$ cat src/rtl/serial_loader_pkg.sv
// Shared definitions for the serial loader: command/reply bytes, FSM state
// encodings and small decode helpers.
package serial_loader_pkg;

    localparam logic [7:0] CMD_LOAD      = 8'h4C;
    localparam logic [7:0] CMD_READ      = 8'h52;
    localparam logic [7:0] CMD_GO        = 8'h47;
    localparam logic [7:0] REPLY_OK      = 8'h4B;
    localparam logic [7:0] REPLY_ERR     = 8'h45;
    localparam logic [7:0] REPLY_HALT    = 8'h48;
    localparam logic [7:0] REPLY_UNKNOWN = 8'h3F;

    typedef enum logic [3:0] {
        S_IDLE,
        S_ADDR_HI,
        S_ADDR_LO,
        S_LEN,
        S_LOAD_DATA,
        S_LOAD_CSUM,
        S_RD_ADDR,
        S_RD_WAIT,
        S_RD_CAP,
        S_TX_WAIT,
        S_TX_GAP,
        S_RUN_START,
        S_RUN_WAIT,
        S_REPLY
    } loaderState_e;

    typedef enum logic {
        TXS_READY,
        TXS_GAP
    } txState_e;

    function automatic logic isCommand(input logic [7:0] b);
        return (b == CMD_LOAD) || (b == CMD_READ) || (b == CMD_GO);
    endfunction

    // A length byte of zero stands for a full 256-byte block.
    function automatic logic [8:0] decodeLen(input logic [7:0] b);
        return (b == 8'd0) ? 9'd256 : {1'b0, b};
    endfunction

endpackage

$ cat src/rtl/serial_loader_if.sv
// Bundle of UART, RAM and CPU-control signals between the loader and its
// surroundings; master is the loader side.
interface serial_loader_if #(parameter int ADDR_WIDTH = 9);

    logic [7:0]            rx_byte;
    logic                  received;
    logic [7:0]            tx_byte;
    logic                  transmit;
    logic                  is_transmitting;
    logic [ADDR_WIDTH-1:0] raddr;
    logic [7:0]            dread;
    logic [ADDR_WIDTH-1:0] waddr;
    logic [7:0]            dwrite;
    logic                  write_en;
    logic [ADDR_WIDTH-1:0] startaddr;
    logic                  cpu_start;
    logic                  halted;
    logic                  cpu_run;

    modport master (
        input  rx_byte, received, is_transmitting, dread, halted,
        output tx_byte, transmit, raddr, waddr, dwrite, write_en,
               startaddr, cpu_start, cpu_run
    );

    modport slave (
        output rx_byte, received, is_transmitting, dread, halted,
        input  tx_byte, transmit, raddr, waddr, dwrite, write_en,
               startaddr, cpu_start, cpu_run
    );

endinterface

$ cat src/rtl/serial_loader_tx.sv
// UART transmit handshake: while req_i is held, waits for the transmitter to be
// idle, pulses transmit with the byte, then holds one gap cycle.
module serial_loader_tx
    import serial_loader_pkg::*;
(
    input  logic       clk,
    input  logic       rst,
    input  logic       req_i,
    input  logic [7:0] byte_i,
    input  logic       busy_i,
    output logic [7:0] txByte_o,
    output logic       transmit_o
);

    txState_e   state_q, state_d;
    logic [7:0] txByte_q, txByte_d;
    logic       transmit_q, transmit_d;

    always_ff @(posedge clk) begin
        if (!rst) begin
            state_q    <= TXS_READY;
            txByte_q   <= 8'd0;
            transmit_q <= 1'b0;
        end else begin
            state_q    <= state_d;
            txByte_q   <= txByte_d;
            transmit_q <= transmit_d;
        end
    end

    // The gap cycle gives the transmitter time to raise its busy flag.
    always_comb begin
        state_d    = state_q;
        txByte_d   = txByte_q;
        transmit_d = 1'b0;
        case (state_q)
            TXS_READY: begin
                if (req_i && !busy_i) begin
                    txByte_d   = byte_i;
                    transmit_d = 1'b1;
                    state_d    = TXS_GAP;
                end
            end
            TXS_GAP: state_d = TXS_READY;
            default: state_d = TXS_READY;
        endcase
    end

    assign txByte_o   = txByte_q;
    assign transmit_o = transmit_q;

endmodule

$ cat src/rtl/serial_loader.sv
// Host-side monitor: loads/dumps the shared RAM over UART and starts the CPU.
// Define SERIAL_LOADER_CHECKSUM_EN to add a mod-256 checksum byte to 'L'.
module serial_loader
    import serial_loader_pkg::*;
#(
    parameter int ADDR_WIDTH = 9
) (
    input logic              clk,
    input logic              rst,
    serial_loader_if.master  bus
);

    loaderState_e          state_q, state_d;
    logic [7:0]            cmd_q, cmd_d;
    logic [7:0]            addrHi_q, addrHi_d;
    logic [ADDR_WIDTH-1:0] addr_q, addr_d;
    logic [8:0]            len_q, len_d;
    logic [7:0]            sum_q, sum_d;
    logic [7:0]            txData_q, txData_d;
    logic [ADDR_WIDTH-1:0] raddr_q, raddr_d;
    logic [ADDR_WIDTH-1:0] waddr_q, waddr_d;
    logic [7:0]            dwrite_q, dwrite_d;
    logic                  writeEn_q, writeEn_d;
    logic [ADDR_WIDTH-1:0] startAddr_q, startAddr_d;
    logic                  cpuStart_q, cpuStart_d;
    logic                  cpuRun_q, cpuRun_d;

    logic                  rxValid;
    logic                  txReq;
    logic [7:0]            txByte;
    logic                  txPulse;

    // Bytes arriving while the CPU runs belong to the CPU's own input.
    assign rxValid = bus.received && !cpuRun_q;
    assign txReq   = (state_q == S_TX_WAIT);

    serial_loader_tx u_tx (
        .clk        (clk),
        .rst        (rst),
        .req_i      (txReq),
        .byte_i     (txData_q),
        .busy_i     (bus.is_transmitting),
        .txByte_o   (txByte),
        .transmit_o (txPulse)
    );

    always_ff @(posedge clk) begin
        if (!rst) begin
            state_q     <= S_IDLE;
            cmd_q       <= 8'd0;
            addrHi_q    <= 8'd0;
            addr_q      <= '0;
            len_q       <= 9'd0;
            sum_q       <= 8'd0;
            txData_q    <= 8'd0;
            raddr_q     <= '0;
            waddr_q     <= '0;
            dwrite_q    <= 8'd0;
            writeEn_q   <= 1'b0;
            startAddr_q <= '0;
            cpuStart_q  <= 1'b0;
            cpuRun_q    <= 1'b0;
        end else begin
            state_q     <= state_d;
            cmd_q       <= cmd_d;
            addrHi_q    <= addrHi_d;
            addr_q      <= addr_d;
            len_q       <= len_d;
            sum_q       <= sum_d;
            txData_q    <= txData_d;
            raddr_q     <= raddr_d;
            waddr_q     <= waddr_d;
            dwrite_q    <= dwrite_d;
            writeEn_q   <= writeEn_d;
            startAddr_q <= startAddr_d;
            cpuStart_q  <= cpuStart_d;
            cpuRun_q    <= cpuRun_d;
        end
    end

    always_comb begin
        state_d     = state_q;
        cmd_d       = cmd_q;
        addrHi_d    = addrHi_q;
        addr_d      = addr_q;
        len_d       = len_q;
        sum_d       = sum_q;
        txData_d    = txData_q;
        raddr_d     = raddr_q;
        waddr_d     = waddr_q;
        dwrite_d    = dwrite_q;
        writeEn_d   = 1'b0;
        startAddr_d = startAddr_q;
        cpuStart_d  = 1'b0;
        cpuRun_d    = cpuRun_q;

        case (state_q)
            S_IDLE: begin
                if (rxValid) begin
                    cmd_d = bus.rx_byte;
                    if (isCommand(bus.rx_byte)) begin
                        state_d = S_ADDR_HI;
                    end else begin
                        txData_d = REPLY_UNKNOWN;
                        state_d  = S_REPLY;
                    end
                end
            end
            S_ADDR_HI: begin
                if (rxValid) begin
                    addrHi_d = bus.rx_byte;
                    state_d  = S_ADDR_LO;
                end
            end
            S_ADDR_LO: begin
                if (rxValid) begin
                    addr_d  = ADDR_WIDTH'({addrHi_q, bus.rx_byte});
                    state_d = (cmd_q == CMD_GO) ? S_RUN_START : S_LEN;
                end
            end
            S_LEN: begin
                if (rxValid) begin
                    len_d   = decodeLen(bus.rx_byte);
                    sum_d   = 8'd0;
                    state_d = (cmd_q == CMD_LOAD) ? S_LOAD_DATA : S_RD_ADDR;
                end
            end
            S_LOAD_DATA: begin
                if (rxValid) begin
                    waddr_d   = addr_q;
                    dwrite_d  = bus.rx_byte;
                    writeEn_d = 1'b1;
                    addr_d    = addr_q + 1'b1;
                    sum_d     = sum_q + bus.rx_byte;
                    len_d     = len_q - 9'd1;
                    if (len_q == 9'd1) begin
`ifdef SERIAL_LOADER_CHECKSUM_EN
                        state_d  = S_LOAD_CSUM;
`else
                        txData_d = REPLY_OK;
                        state_d  = S_REPLY;
`endif
                    end
                end
            end
            S_LOAD_CSUM: begin
                if (rxValid) begin
                    txData_d = (bus.rx_byte == sum_q) ? REPLY_OK : REPLY_ERR;
                    state_d  = S_REPLY;
                end
            end
            // RAM data is valid two cycles after the address is presented.
            S_RD_ADDR: begin
                raddr_d = addr_q;
                state_d = S_RD_WAIT;
            end
            S_RD_WAIT: state_d = S_RD_CAP;
            S_RD_CAP: begin
                txData_d = bus.dread;
                state_d  = S_TX_WAIT;
            end
            S_REPLY:   state_d = S_TX_WAIT;
            S_TX_WAIT: begin
                if (txPulse) begin
                    state_d = S_TX_GAP;
                end
            end
            S_TX_GAP: begin
                if ((cmd_q == CMD_READ) && (len_q > 9'd1)) begin
                    len_d   = len_q - 9'd1;
                    addr_d  = addr_q + 1'b1;
                    state_d = S_RD_ADDR;
                end else begin
                    state_d = S_IDLE;
                end
            end
            S_RUN_START: begin
                startAddr_d = addr_q;
                cpuStart_d  = 1'b1;
                cpuRun_d    = 1'b1;
                state_d     = S_RUN_WAIT;
            end
            S_RUN_WAIT: begin
                if (bus.halted) begin
                    cpuRun_d = 1'b0;
                    txData_d = REPLY_HALT;
                    state_d  = S_REPLY;
                end
            end
            default: state_d = S_IDLE;
        endcase
    end

    assign bus.tx_byte   = txByte;
    assign bus.transmit  = txPulse;
    assign bus.raddr     = raddr_q;
    assign bus.waddr     = waddr_q;
    assign bus.dwrite    = dwrite_q;
    assign bus.write_en  = writeEn_q;
    assign bus.startaddr = startAddr_q;
    assign bus.cpu_start = cpuStart_q;
    assign bus.cpu_run   = cpuRun_q;

endmodule
$ cat src/flat_wrapper.sv
// flat-port wrapper written by rule: the top's interface ports become plain ports
module serial_loader_flat import serial_loader_pkg::*;
#(
    parameter int ADDR_WIDTH = 9
)
  (clk, rst, bus_rx_byte, bus_received, bus_is_transmitting, bus_dread, bus_halted, bus_tx_byte, bus_transmit, bus_raddr, bus_waddr, bus_dwrite, bus_write_en, bus_startaddr, bus_cpu_start, bus_cpu_run);
  serial_loader_if #(.ADDR_WIDTH(ADDR_WIDTH)) bus_i ();
  input logic clk;
  input logic rst;
  input wire logic [$bits(bus_i.rx_byte)-1:0] bus_rx_byte;
  input wire logic [$bits(bus_i.received)-1:0] bus_received;
  input wire logic [$bits(bus_i.is_transmitting)-1:0] bus_is_transmitting;
  input wire logic [$bits(bus_i.dread)-1:0] bus_dread;
  input wire logic [$bits(bus_i.halted)-1:0] bus_halted;
  output wire logic [$bits(bus_i.tx_byte)-1:0] bus_tx_byte;
  output wire logic [$bits(bus_i.transmit)-1:0] bus_transmit;
  output wire logic [$bits(bus_i.raddr)-1:0] bus_raddr;
  output wire logic [$bits(bus_i.waddr)-1:0] bus_waddr;
  output wire logic [$bits(bus_i.dwrite)-1:0] bus_dwrite;
  output wire logic [$bits(bus_i.write_en)-1:0] bus_write_en;
  output wire logic [$bits(bus_i.startaddr)-1:0] bus_startaddr;
  output wire logic [$bits(bus_i.cpu_start)-1:0] bus_cpu_start;
  output wire logic [$bits(bus_i.cpu_run)-1:0] bus_cpu_run;
  assign bus_i.rx_byte = bus_rx_byte;
  assign bus_i.received = bus_received;
  assign bus_i.is_transmitting = bus_is_transmitting;
  assign bus_i.dread = bus_dread;
  assign bus_i.halted = bus_halted;
  assign bus_tx_byte = bus_i.tx_byte;
  assign bus_transmit = bus_i.transmit;
  assign bus_raddr = bus_i.raddr;
  assign bus_waddr = bus_i.waddr;
  assign bus_dwrite = bus_i.dwrite;
  assign bus_write_en = bus_i.write_en;
  assign bus_startaddr = bus_i.startaddr;
  assign bus_cpu_start = bus_i.cpu_start;
  assign bus_cpu_run = bus_i.cpu_run;
  serial_loader #(.ADDR_WIDTH(ADDR_WIDTH)) u_core (.clk(clk), .rst(rst), .bus(bus_i));
endmodule
$ cat config.mk
export PLATFORM = sky130hd
export DESIGN_NAME = serial_loader_flat
export DESIGN_NICKNAME = d
export VERILOG_FILES = /design/src/rtl/serial_loader_pkg.sv /design/src/rtl/serial_loader_if.sv /design/src/rtl/serial_loader_tx.sv /design/src/rtl/serial_loader.sv /design/src/flat_wrapper.sv
export SDC_FILE = /design/constraint.sdc
export NUM_CORES = 1
export LEC_CHECK = 0
export ABC_CLOCK_PERIOD_IN_PS = 1900
export BUFFER_PORTS_ARGS = -buffer_cell sky130_fd_sc_hd__clkbuf_2
export CAP_MARGIN = 20
export CORE_ASPECT_RATIO = 0.6
export CORE_MARGIN = 10
export CORE_UTILIZATION = 52
export CTS_CLUSTER_SIZE = 16
export DETAILED_ROUTE_END_ITERATION = 8
export PLACE_DENSITY = 0.74
export SETUP_SLACK_MARGIN = 0.1
export SYNTH_ARGS = -nofsm -noshare
export SYNTH_HDL_FRONTEND = slang
export SYNTH_SLANG_ARGS = --single-unit
$ cat constraint.sdc
create_clock -name clk -period 1.9 [get_ports clk]
set_input_delay 0.38 -clock clk [delete_from_list [all_inputs] [get_ports clk]]
set_output_delay 0.38 -clock clk [all_outputs]
set_load 0.02 [all_outputs]
Word-level counts from Yosys, hierarchy flattened
Cells that the tools add are included.
{ "totals": {"ff_bits": 95, "inputBits": 21, "output_inout_bits": 47, "elab_cells": 122} }
{ "op_classes": {"add_sub_neg": 3, "magnitude_cmp": 1, "eq_ne": 32, "mux": 40, "bitwise": 2, "n_reduce_logical": 27} }
{ "ops": {"columns": ["cell", "count"], "rows": [
  ["two-way mux 8 bit", 8],
  ["two-way mux 9 bit", 7],
  ["case mux 9 bit (3 select lines)", 2],
  ["case mux 4 bit (13 select lines)", 1],
  ["equality test 8 x 7 -> 1 bit, second input constant", 6],
  ["two-way mux 4 bit", 12],
  ["case mux 8 bit (5 select lines)", 1],
  ["equality test 4 bit, second input constant", 6],
  ["!= test 2 x 1 -> 1 bit, second input constant", 9],
  ["equality test 4 x 3 -> 1 bit, second input constant", 4],
  ["case mux 8 bit (2 select lines)", 1],
  ["AND reduction 2 bit", 6],
  ["adder 9 x 1 -> 9 bit, second input constant", 1],
  ["equality test 9 x 1 -> 1 bit, second input constant", 1],
  ["> comparator 9 x 1 -> 1 bit, second input constant", 1],
  ["AND reduction 9 bit", 1],
  ["subtractor 9 x 1 -> 9 bit, second input constant", 1],
  ["adder 8 bit", 1],
  ["equality test 4 x 2 -> 1 bit, second input constant", 2],
  ["equality test 8 bit", 1],
  ["zero test 8 bit", 1],
  ["AND reduction 4 bit", 2],
  ["AND reduction 7 bit", 1],
  ["nonzero test 3 bit", 2],
  ["15 further kinds", 27]
]} }

Longest topological paths before layout
Gate-level depths: netlist of run 1.
{ "logic_depth": {"word_depth": 6, "ltp_mapped": 8, "depth_no_buf": 7} }

By module
A second synthesis of run 1 with hierarchy kept.
{ "unflattened": {"hier_cells": 567, "hier_area_um2": 4551.9} }
{ "by_module_without_submodules": {"columns": ["mod", "instances", "cells_each", "area_each_um2", "seq_area_each_um2"], "rows": [
  ["serial_loader", 1, 529, 4182.8, 1701.6],
  ["serial_loader_tx", 1, 38, 369.1, 180.2]
]} }

Worst setup path before layout of run 1
OpenSTA, ideal clock, no wires.
{ "synth_timing": {"path_type": "input -> register", "start": "in bus_rx_byte[0]", "end": "reg u_core.sum_q[6]", "setup_ns": 0.117, "t_arrival_ns": 1.780, "t_required_ns": 1.783, "path_slack_ns": 0.003, "stages": 7, "n_path_buf": 0, "path_cell_list": "ha_1 > fa_1 > a21o_1 > a21oi_1 > o21ai_0 > xor2_1 > a32o_1"} }
{ "synth_between": {"elab_chain_len": 3} }
{ "synth_lines": {"columns": ["element", "line_no", "text"], "rows": [
  ["start, declared", "flat_wrapper.sv:10", "input wire logic [$bits(bus_i.rx_byte)-1:0] bus_rx_byte;"],
  ["adder 8 bit", "serial_loader.sv:134", "sum_d = sum_q + bus.rx_byte;"],
  ["two-way mux 8 bit", "serial_loader.sv:129", "if (rxValid) begin"],
  ["case mux 8 bit (2 select lines)", "serial_loader.sv:97", "case (state_q)"],
  ["end signal, assigned", "serial_loader.sv:69", "sum_q <= sum_d;"],
  ["end, declared", "serial_loader.sv:18", "logic [7:0] sum_q, sum_d;"]
]} }
Every way passes these cells. The select of a mux whose other input is x is not followed.
A chain may end at the register's enable or synchronous reset.

Worst setup path after layout of run 1
{ "layout_timing": {"start": "reg u_core.state_q[2]", "end": "reg u_core.waddr_q[1], in the netlist u_core.bus.waddr[1]"} }
{ "layout_between": {"elab_chain_len": 2} }
{ "layout_lines": {"columns": ["element", "line_no", "text"], "rows": [
  ["start, declared", "serial_loader.sv:13", "loaderState_e state_q, state_d;"],
  ["start signal, assigned", "serial_loader.sv:64", "state_q <= state_d;"],
  ["equality test 4 x 3 -> 1 bit", "serial_loader.sv:97", null],
  ["AND reduction 2 bit (no source line)", null, null],
  ["end signal, assigned", "serial_loader.sv:72", "waddr_q <= waddr_d;"],
  ["end, declared", "serial_loader.sv:21", "logic [ADDR_WIDTH-1:0] waddr_q, waddr_d;"]
]} }
Every way passes these cells.

==> results of run 1 <==
-- placed cells by master, fill, tap and decap left out, types with 6 or more instances in the layout --
| master | count |
|---|---|
| buf_4 | 82 |
| a21oi_2 | 16 |
| dfxtp_2 | 7 |
| o211ai_1 | 8 |
| inv_1 | 11 |
| a21oi_1 | 44 |
| mux2i_1 | 20 |
| ha_4 | 7 |
| nand3_1 | 10 |
| nand2_2 | 6 |
| clkbuf_2 | 64 |
| clkbuf_16 | 11 |
| nand2_4 | 8 |
| buf_12 | 6 |
| nor2_1 | 49 |
| nand2_1 | 94 |
| nor3_1 | 10 |
| buf_6 | 11 |
| a21o_1 | 6 |
| dfxtp_1 | 82 |
| o21ai_0 | 11 |
-- how the worst min path moves through the flow --
| stage | end | slack [ns] |
|---|---|---|
| 2_1_floorplan | u_core.txData_q[6]$_SDFFE_PN0P_ | 0.44 |
| 3_3_place_gp | u_core.bus.waddr[7]$_SDFFE_PN0P_ | 0.44 |
| 3_5_place_dp | u_core.bus.waddr[0]$_SDFFE_PN0P_ | 0.45 |
| 4_1_cts | u_core.bus.cpu_run$_SDFFE_PN0P_ | 0.27 |
| 5_1_grt | u_core.bus.cpu_run$_SDFFE_PN0P_ | 0.30 |
| 6_report | u_core.bus.cpu_run$_SDFFE_PN0P_ | 0.29 |
-- routing by layer --
| metal | wire length (um) | track usage (%) | up-vias |
|---|---|---|---|
| met1 | 7160 | 32.4 | 2436 |
| met2 | 7630 | 34.9 | 321 |
| met3 | 2070 | 8.13 | 58 |
| met5 | 0 | 0 | - |
| li1 | - | - | 2327 |
| met4 | 393 | 6.02 | 0 |
-- registers in the layout, indices dropped and copies added (netlist names) --
signal                flops
u_core.addrHi_q           1
u_core.addr_q             9
u_core.bus.cpu_run        1
u_core.bus.cpu_start      1
u_core.bus.dwrite         8
u_core.bus.raddr          9
u_core.bus.startaddr      9
u_core.bus.waddr          9
u_core.bus.write_en       1
u_core.cmd_q              8
u_core.len_q              9
u_core.state_q            4
u_core.sum_q              8
u_core.txData_q           8
u_core.u_tx.state_q       1
u_core.u_tx.txByte_o      8
-- what timing repair did --
| item | CTS | global route |
|---|---|---|
| buffers inserted | 2 | 3 |
| pin swaps | 8 | 44 |
| setup endpoints to repair | 53 | 36 |
| cloned | 0 | 2 |
| gates resized for setup | 38 | 97 |
-- kinds of logic after synthesis --
family / Yosys count / share of synthesized area (%)
muxes: 21 / 4.51
DFF: 94 / 40.4
buffers and inverters: 46 / 4.35
xor gates and xnor gates: 5 / 0.940
adders and majority gates: 12 / 3.33
and+or+nand+nor: 237 / 24.4
AOI/OAI and AO/OA: 154 / 22.1
-- through the flow --
stage	util, %	worst slack (ns)	hold slack (ns)
6_report	77.9	0.00575	0.292
5_1_grt	77.9	-0.0272	0.297
4_1_cts	72.9	0.0698	0.270
3_5_place_dp	67.0	-0.183	0.447
3_3_place_gp	67.0	-0.134	0.444
2_1_floorplan	-	0.0813	0.437
-- area by class of cell --
| cell class | instances | area [um2] | share of cell area (%) |
|---|---|---|---|
| inverters | 12 | 45.0 | 0.671 |
| clock inverters | 4 | 55.1 | 0.820 |
| well taps | 112 | 140 | 2.09 |
| multi-input cells | 429 | 3060 | 45.6 |
| repair buffers | 167 | 1250 | 18.6 |
| clock buffers | 12 | 256 | 3.82 |
| flip-flops and latches | 94 | 1910 | 28.4 |
-- critical path: cells and delay by family, from the launching register on --
kind,cells,cell delay (ns)
compound gates,2,0.43
buf+inv,1,0.22
flops,1,0.40
simple gates,3,0.78
-- power groups by stage --
stage / sequential, mW / combinational [mW] / clock (mW)
floorplan: 2.37 / 1.74 / 0
global placement: 2.40 / 2.90 / 0
detailed placement: 2.41 / 2.98 / 0
CTS: 2.40 / 3.18 / 1.89
global route: 2.47 / 3.90 / 1.98
finish: 2.45 / 3.70 / 1.88
==> metrics, run 1 <==
pin count of the biggest net entering global routing=36; Syn Area/Cell=a little over 8 um2; top cell type by total area after synthesis=dfxtp_1; number of remaining DRC errors=0; pwr dens=1200 mW/mm2; Period minus WS final=between 1.5 and 2 ns; routed vias/inst=between 6 and 7; final instance area=about 0.0067 mm2; cell area after synthesis=about 0.0047 mm2; status=completed; combinational share of power=between 40 and 50%; Hold Startpoint=bus_halted; Tcrit/Tclk final=between 90% and 100%; Critical Path RT=approximately 2.2 ns; Vias=a little over 5k; Layout area overhead=44.2%; Max-Cap Viols=0; worst-skew pair later-pin latency=approximately 0.35 ns; Netlist cell types=76; # nets final=~750; global-route wire length before repair=about 25000 um; crit-path cells=or3b_4 > a21o_1 > nor2_4 > buf_6 > nand2_2 > a21oi_2; area of the core=between 0.008 and 0.009 mm2; critical path class=reg2reg; post-DP HPWL=11600 um; FF+latch count, synth=94; ant diodes=0; Synth Flop Type=dfxtp_1; reg2reg path depth=6; layout cells sized above 1=between 30% and 40%; number of synthesized flops with an enable pin=0; clk slew on worst S/H paths=~0.07 ns; yosys warns=0; grt ovf=0; Seq/Total Area, Yosys=~40%; Net Count, Synth=roughly 600; Initial Utilization=between 50% and 60%; hold buffers post-CTS=0; top post-synthesis cells by area=dfxtp_1 (40%), nand2_1 (8.6%), a21oi_1 (6.7%); Max-slew headroom=about 58%; most frequent cell after synthesis=nand2_1; Startpoint Class=register; initial antenna violation count=0; GRT Overall Usage=23.7%; Antenna Nets Post-Route=0; placed inst area=slightly below 0.006 mm2; Fmax achieved=528 MHz; non-filler cells in the finished layout=830; placed instance count=between 800 and 900; Detailed Route WL=roughly 17000 um; worst vdd ir=0.522 mV; Worst Tran Pin Value=approximately 0.63 ns; port bufs=67; area share of the largest cell type after synthesis=40.4%; vias in the first global route=between 4k and 5k; FF-to-FF setup slack=0.006 ns; H-tree Lvls=3; Worst R2R End=u_core.bus.waddr[1]$_SDFFE_PN0P_; count of final hold-check violations=0; Commonest cells post-synth=nand2_1 (107), dfxtp_1 (94), a21oi_1 (62); Internal Power=5.04 mW; Sw Ratio=roughly 37%; Die X=between 100 and 150 um; CP max FO=8; TritonCTS clock tree=yes; CP Capture Type=register; static leakage=2.86 nW; Hold Crit Depth=2; Sink Count=94; Final Max Tran Viols=0; Syn Inst Count=between 500 and 600; total I/O pin count=68; CP max stage delay=between 0.4 and 0.5 ns; WP data arrival=between 2 and 2.5 ns; sequential group share of total power=30.5%; Total Power Consumption=between 8 and 9 mW; num rows=26; Iter 0 DRT Violations=707; Critical Path Start=u_core.state_q[2]$_SDFFE_PN0P_; Synth async-reset ratio=0%; routed len/inst=between 20 and 25 um; Setup TNS Final=0 ns; worst hold path class=in2reg; CTS Buf Count=9; routability cong.=around 1; R2R Path Start=u_core.state_q[2]$_SDFFE_PN0P_; die height=93.3 um; DIE AREA=around 0.013 mm2; Sw Pwr=approximately 3.0 mW; DR pass1 iterations=5; clock network power share=between 20% and 30%; CTS Root Cell=clkbuf_16; skew final=0.00535 ns; FILL cells=around 600; Worst Setup EP=u_core.bus.waddr[1]$_SDFFE_PN0P_; RSZ-0062 raised after global routing=yes; Finish-stage setup viols=0; Crit-path slowest cell=or3b_4; CTS Buffer Depth=2
No activity file was read; power rests on OpenSTA's default activity.
==> inputs of run 2 (changes only) <==
--- a/config.mk
+++ b/config.mk
@@ -5,11 +5,9 @@
 export SDC_FILE = /design/constraint.sdc
 export NUM_CORES = 1
 export LEC_CHECK = 0
-export ABC_CLOCK_PERIOD_IN_PS = 1900
 export BUFFER_PORTS_ARGS = -buffer_cell sky130_fd_sc_hd__clkbuf_2
 export CAP_MARGIN = 20
 export CORE_ASPECT_RATIO = 0.6
-export CORE_MARGIN = 10
 export CORE_UTILIZATION = 52
 export CTS_CLUSTER_SIZE = 16
 export DETAILED_ROUTE_END_ITERATION = 8
==> run 2 against run 1 <==
Critical path depth stayed put. Global-route usage increased by 9.0 points. Clock power up 5%.
==> metrics, run 2 (synthesis gave the netlist of run 1 again) <==
Die X=between 100 and 150 um; routed vias/inst=a little over 6; most frequent cells in the layout=nand2_1 (106), dfxtp_1 (83), buf_4 (81); clk slew on worst S/H paths=approximately 0.070 ns; count of final hold-check violations=0; ant diodes=0; RSZ-0062 raised after global routing=yes; Iter 0 DRT Violations=516; worst hold path class=in2reg; Worst Tran Pin Value=between 0.5 and 0.6 ns; Tcrit/Tclk final=95.1%; Antenna Nets Post-Route=0; Sink Count=94; Place WS=-0.192 ns; TritonCTS clock tree=yes; commonest non-fill, non-tap cell in the layout=nand2_1; Period minus WS final=roughly 1.8 ns; Util after Layout=74.9%; number of remaining DRC errors=0; CTS Root Cell=clkbuf_16; skew final=between 0.007 and 0.008 ns; Layout area overhead=38.1%; worst setup margin=between 0.09 and 0.1 ns; pwr dens=approximately 1200 mW/mm2; area of the core=roughly 0.0086 mm2; # nets final=739; CP top delay family=simple AND/OR/NAND/NOR gates; FF-to-FF setup slack=about 0.093 ns; GRT Overall Usage=~33%; non-filler cells in the finished layout=824; H-tree Lvls=3; CTS Buffer Depth=2; Critical path buffers and inverters=1; Crit-path slowest cell=dfxtp_4; Final Max Tran Viols=0; num rows=26; port bufs=67; CP max FO=8; Detailed Route WL=15200 um; CTS Buf Count=9; Critical Path RT=2.18 ns; Fmax achieved=553 MHz; placed inst area=0.00572 mm2; total I/O pin count=68; WP data arrival=2.09 ns; routability cong.=approximately 0.94; critical path class=reg2reg; layout cells sized above 1=about a third; worst-skew pair later-pin latency=around 0.36 ns; crit-path cells=or2b_4 > a311o_1 > and4_4 > o311ai_4 > buf_12 > mux2i_2; grt ovf=0; Initial Utilization=a little over half; Startpoint Class=register; DR pass1 iterations=5; post-DP HPWL=10500 um; CP max stage delay=between 0.3 and 0.4 ns; static leakage=approximately 2.7 nW; die height=between 70 and 80 um; vias in the first global route=between 4k and 5k; Max-slew headroom=approximately 63%; pin count of the biggest net entering global routing=36; DIE AREA=approximately 0.0094 mm2; Finish-stage setup viols=0; global-route wire length before repair=23100 um; initial antenna violation count=0; final instance area=between 0.006 and 0.007 mm2; CP Capture Type=register; worst hold slack=~0.27 ns; Max-Cap Viols=0; worst vdd ir=0.588 mV; placed instance count=about 800; routed len/inst=approximately 18 um; status=completed; Vias=~5.0k
==> run 2: cell types whose count changed in the layout (fill, tap and decap cells not counted), sizes merged <==
cell / delta
buf: -7
clkbuf: -2
bufinv: +1
clkinvlp: +1
inv: +1
==> run 2: where the power goes <==
group	internal, mW	switching [mW]
registers	2.20	0.240
logic	1.61	1.80
clock network	1.16	0.827
==> run 2: final cells by class <==
cell class                      count  area [um2]
Fill cell                         642        2150
Multi-Input combinational cell    429        2890
Sequential cell                    94        1910
Inverter                           12        45.0
Tap cell                          112         140
Timing Repair Buffer              161        1130
Clock inverter                      7        97.6
Clock buffer                        9         225
==> run 2: what timing repair did <==
item	CTS	global route
buffers inserted	4	1
setup endpoints to repair	59	58
pin swaps	6	13
gates resized for setup	27	50
cloned	0	2
hold buffers	0	0
==> run 2: worst reg2reg max path: stages (launching register included) <==
cell      delay (ns)
dfxtp_4         0.39
or2b_4          0.30
a311o_1         0.38
and4_4          0.20
o311ai_4        0.07
buf_12          0.17
mux2i_2         0.22
==> run 2: through the flow <==
step | setup TNS [ns] | power, mW
2_1_floorplan | 0 | 4.11
3_3_place_gp | -1.40 | 5.24
3_5_place_dp | -2.00 | 5.34
4_1_cts | 0 | 7.46
5_1_grt | 0 | 8.15
6_report | 0 | 7.84
==> run 2: final timing paths <==
path	endpoint	cells past startpoint	startpoint
worst max register to register	u_core.txData_q[6]$_SDFFE_PN0P_	6	u_core.state_q[2]$_SDFFE_PN0P_
worst min register to register	u_core.bus.startaddr[1]$_SDFFE_PN0P_	2	u_core.bus.startaddr[1]$_SDFFE_PN0P_
worst max-delay path	u_core.txData_q[6]$_SDFFE_PN0P_	6	u_core.state_q[2]$_SDFFE_PN0P_
worst min-delay path	u_core.bus.cpu_run$_SDFFE_PN0P_	2	bus_halted
==> run 2: routing by layer <==
metal | vias to the layer above | track usage [%] | routed length (um)
met1 | 2382 | 45.6 | 6550
met4 | 0 | 9.92 | 302
met3 | 40 | 8.68 | 1530
met2 | 277 | 50.0 | 6790
li1 | 2315 | - | -
met5 | - | 0 | 0
==> inputs of run 3 (changes only) <==
--- a/config.mk
+++ b/config.mk
@@ -12,6 +12,7 @@
 export CTS_CLUSTER_SIZE = 16
 export DETAILED_ROUTE_END_ITERATION = 8
 export PLACE_DENSITY = 0.74
+export REMOVE_ABC_BUFFERS = 1
 export SETUP_SLACK_MARGIN = 0.1
 export SYNTH_ARGS = -nofsm -noshare
 export SYNTH_HDL_FRONTEND = slang
==> run 3 against run 2 <==
Total power decreased by 1.2%. Via count decreased by 2.8%. Critical path depth unchanged. Sequential cell count unchanged. Worst hold slack improved by 0.023 ns. Final cell count decreased by 0.73%. Clock skew decreased by 0.0012 ns. Setup slack got worse by 0.050 ns. Sequential share of layout area increased by 0.31 points. Critical path type unchanged. Critical endpoint is now u_core.addr_q[0]$_SDFFE_PN0P_.
==> metrics, run 3 (synthesis gave the netlist of run 1 again) <==
Setup TNS Final=0 ns; Final Max Tran Viols=0; most frequent cells in the layout=nand2_1 (107), dfxtp_1 (82), buf_4 (80); area of the core=about 0.0086 mm2; GRT Overall Usage=a little under a third; Sw Pwr=roughly 2.7 mW; die height=around 75 um; worst-skew pair later-pin latency=approximately 0.34 ns; DIE AREA=0.00935 mm2; Tcrit/Tclk final=between 90% and 100%; ant diodes=0; port bufs=67; CP Capture Type=register; Worst Tran Pin Value=between 0.4 and 0.5 ns; commonest non-fill, non-tap cell in the layout=nand2_1; worst vdd ir=around 0.65 mV; CTS Buffer Depth=2; total I/O pin count=68; DR pass1 iterations=5; Antenna Nets Post-Route=0; Finish-stage setup viols=0; CTS Buf Count=9; Internal Power=just over 5 mW; static leakage=2.64 nW; Detailed Route WL=14300 um; Layout area overhead=37.1%; routability cong.=approximately 0.93; pin count of the biggest net entering global routing=36; post-DP HPWL=9820 um; sequential group share of total power=a little under a third; clock network power share=26.4%; CP top delay family=simple AND/OR/NAND/NOR gates; global-route wire length before repair=21800 um; clk slew on worst S/H paths=around 0.07 ns; layout cells sized above 1=between 30 and 40%; worst hold path class=in2reg; H-tree Lvls=3; Initial Utilization=54.2%; vias in the first global route=4364; Critical Path RT=approximately 2.2 ns; routed vias/inst=around 6; CP max FO=5; Iter 0 DRT Violations=between 300 and 400; pwr dens=roughly 1200 mW/mm2; combinational share of power=42.0%; critical path class=reg2reg; Startpoint Class=register; Critical path buffers and inverters=1; WP data arrival=2.11 ns; num rows=26; hold buffers post-CTS=0; # nets final=around 730; grt ovf=0; crit-path cells=nor4bb_4 > and2_4 > a31oi_2 > buf_4 > or3_1 > a31oi_1; worst hold slack=~0.29 ns; CP max stage delay=approximately 0.40 ns; number of remaining DRC errors=0; Fmax achieved=538 MHz; Max-slew headroom=66.9%; routed len/inst=roughly 18 um; Sink Count=94; skew final=between 0.006 and 0.007 ns; Max-Cap Viols=0; CTS Root Cell=clkbuf_16; Die X=between 100 and 150 um; Vias=about 5k; count of final hold-check violations=0; Sw Ratio=roughly 34%; TritonCTS clock tree=yes; Period minus WS final=between 1.5 and 2 ns; status=completed; initial antenna violation count=0; RSZ-0062 raised after global routing=yes; Crit-path slowest cell=nor4bb_4
run 3: repair_timing:
action / 4_1_cts / 5_1_grt
endpoints found under the setup margin: 43 / 42
buffers inserted: 1 / 6
gates cloned: 0 / 1
pin swaps: 5 / 23
gates resized for setup: 26 / 71
run 3: layout make-up:
type                    count  area (um2)
clock buffers              12         267
clock inverters             4        76.3
fillers                   651        2200
inverters                  12        45.0
multi-input cells         429        2850
flip-flops and latches     94        1910
well taps                 112         140
repair buffers            155        1100
run 3: final timing paths:
path	from	to	slack (ns)	cells past startpoint
min reg2reg	u_core.bus.startaddr[6]$_SDFFE_PN0P_	u_core.bus.startaddr[6]$_SDFFE_PN0P_	0.45	2
max reg2reg	u_core.cmd_q[4]$_SDFFE_PN0P_	u_core.addr_q[0]$_SDFFE_PN0P_	0.04	6
max	u_core.cmd_q[4]$_SDFFE_PN0P_	u_core.addr_q[0]$_SDFFE_PN0P_	0.04	6
min	bus_rx_byte[2]	u_core.bus.dwrite[2]$_SDFFE_PN0P_	0.29	3
run 3: power by group through the flow:
stage                     sequential (mW)  combinational (mW)  clock [mW]
after CTS                            2.42                2.91        2.07
after global routing                 2.47                3.48        2.14
final                                2.45                3.26        2.04
after floorplan                      2.48                1.50           0
after global placement               2.43                2.70           0
after detailed placement             2.43                2.78           0
run 3: per-layer routing:
layer	up-vias	GRT usage (%)	routed length, um	share of wire (%)
met4	0	7.14	184	1.3
met3	17	9.73	1310	9.1
met2	226	47.3	6290	44
met5	-	0	0	0
met1	2318	42.3	6550	46
li1	2314	-	-	-
run 3: worst register-to-register path, stage by stage (launching register included):
cell and delay [ns]:
dfxtp_1 0.37, nor4bb_4 0.40, and2_4 0.21, a31oi_2 0.11, buf_4 0.19, or3_1 0.32, a31oi_1 0.18
run 3: stage by stage:
step           utilization (%)  power (mW)  cell area [um2]  worst slack, ns  std cells
2_1_floorplan                -        3.98             4500           -0.665        535
3_3_place_gp              65.6        5.13             5630           -0.172        794
3_5_place_dp              65.6        5.21             5630           -0.224        794
4_1_cts                   70.9        7.40             6090           0.0858        811
5_1_grt                   74.4        8.09             6390           0.0363        818
6_report                  74.4        7.74             6390           0.0426        818
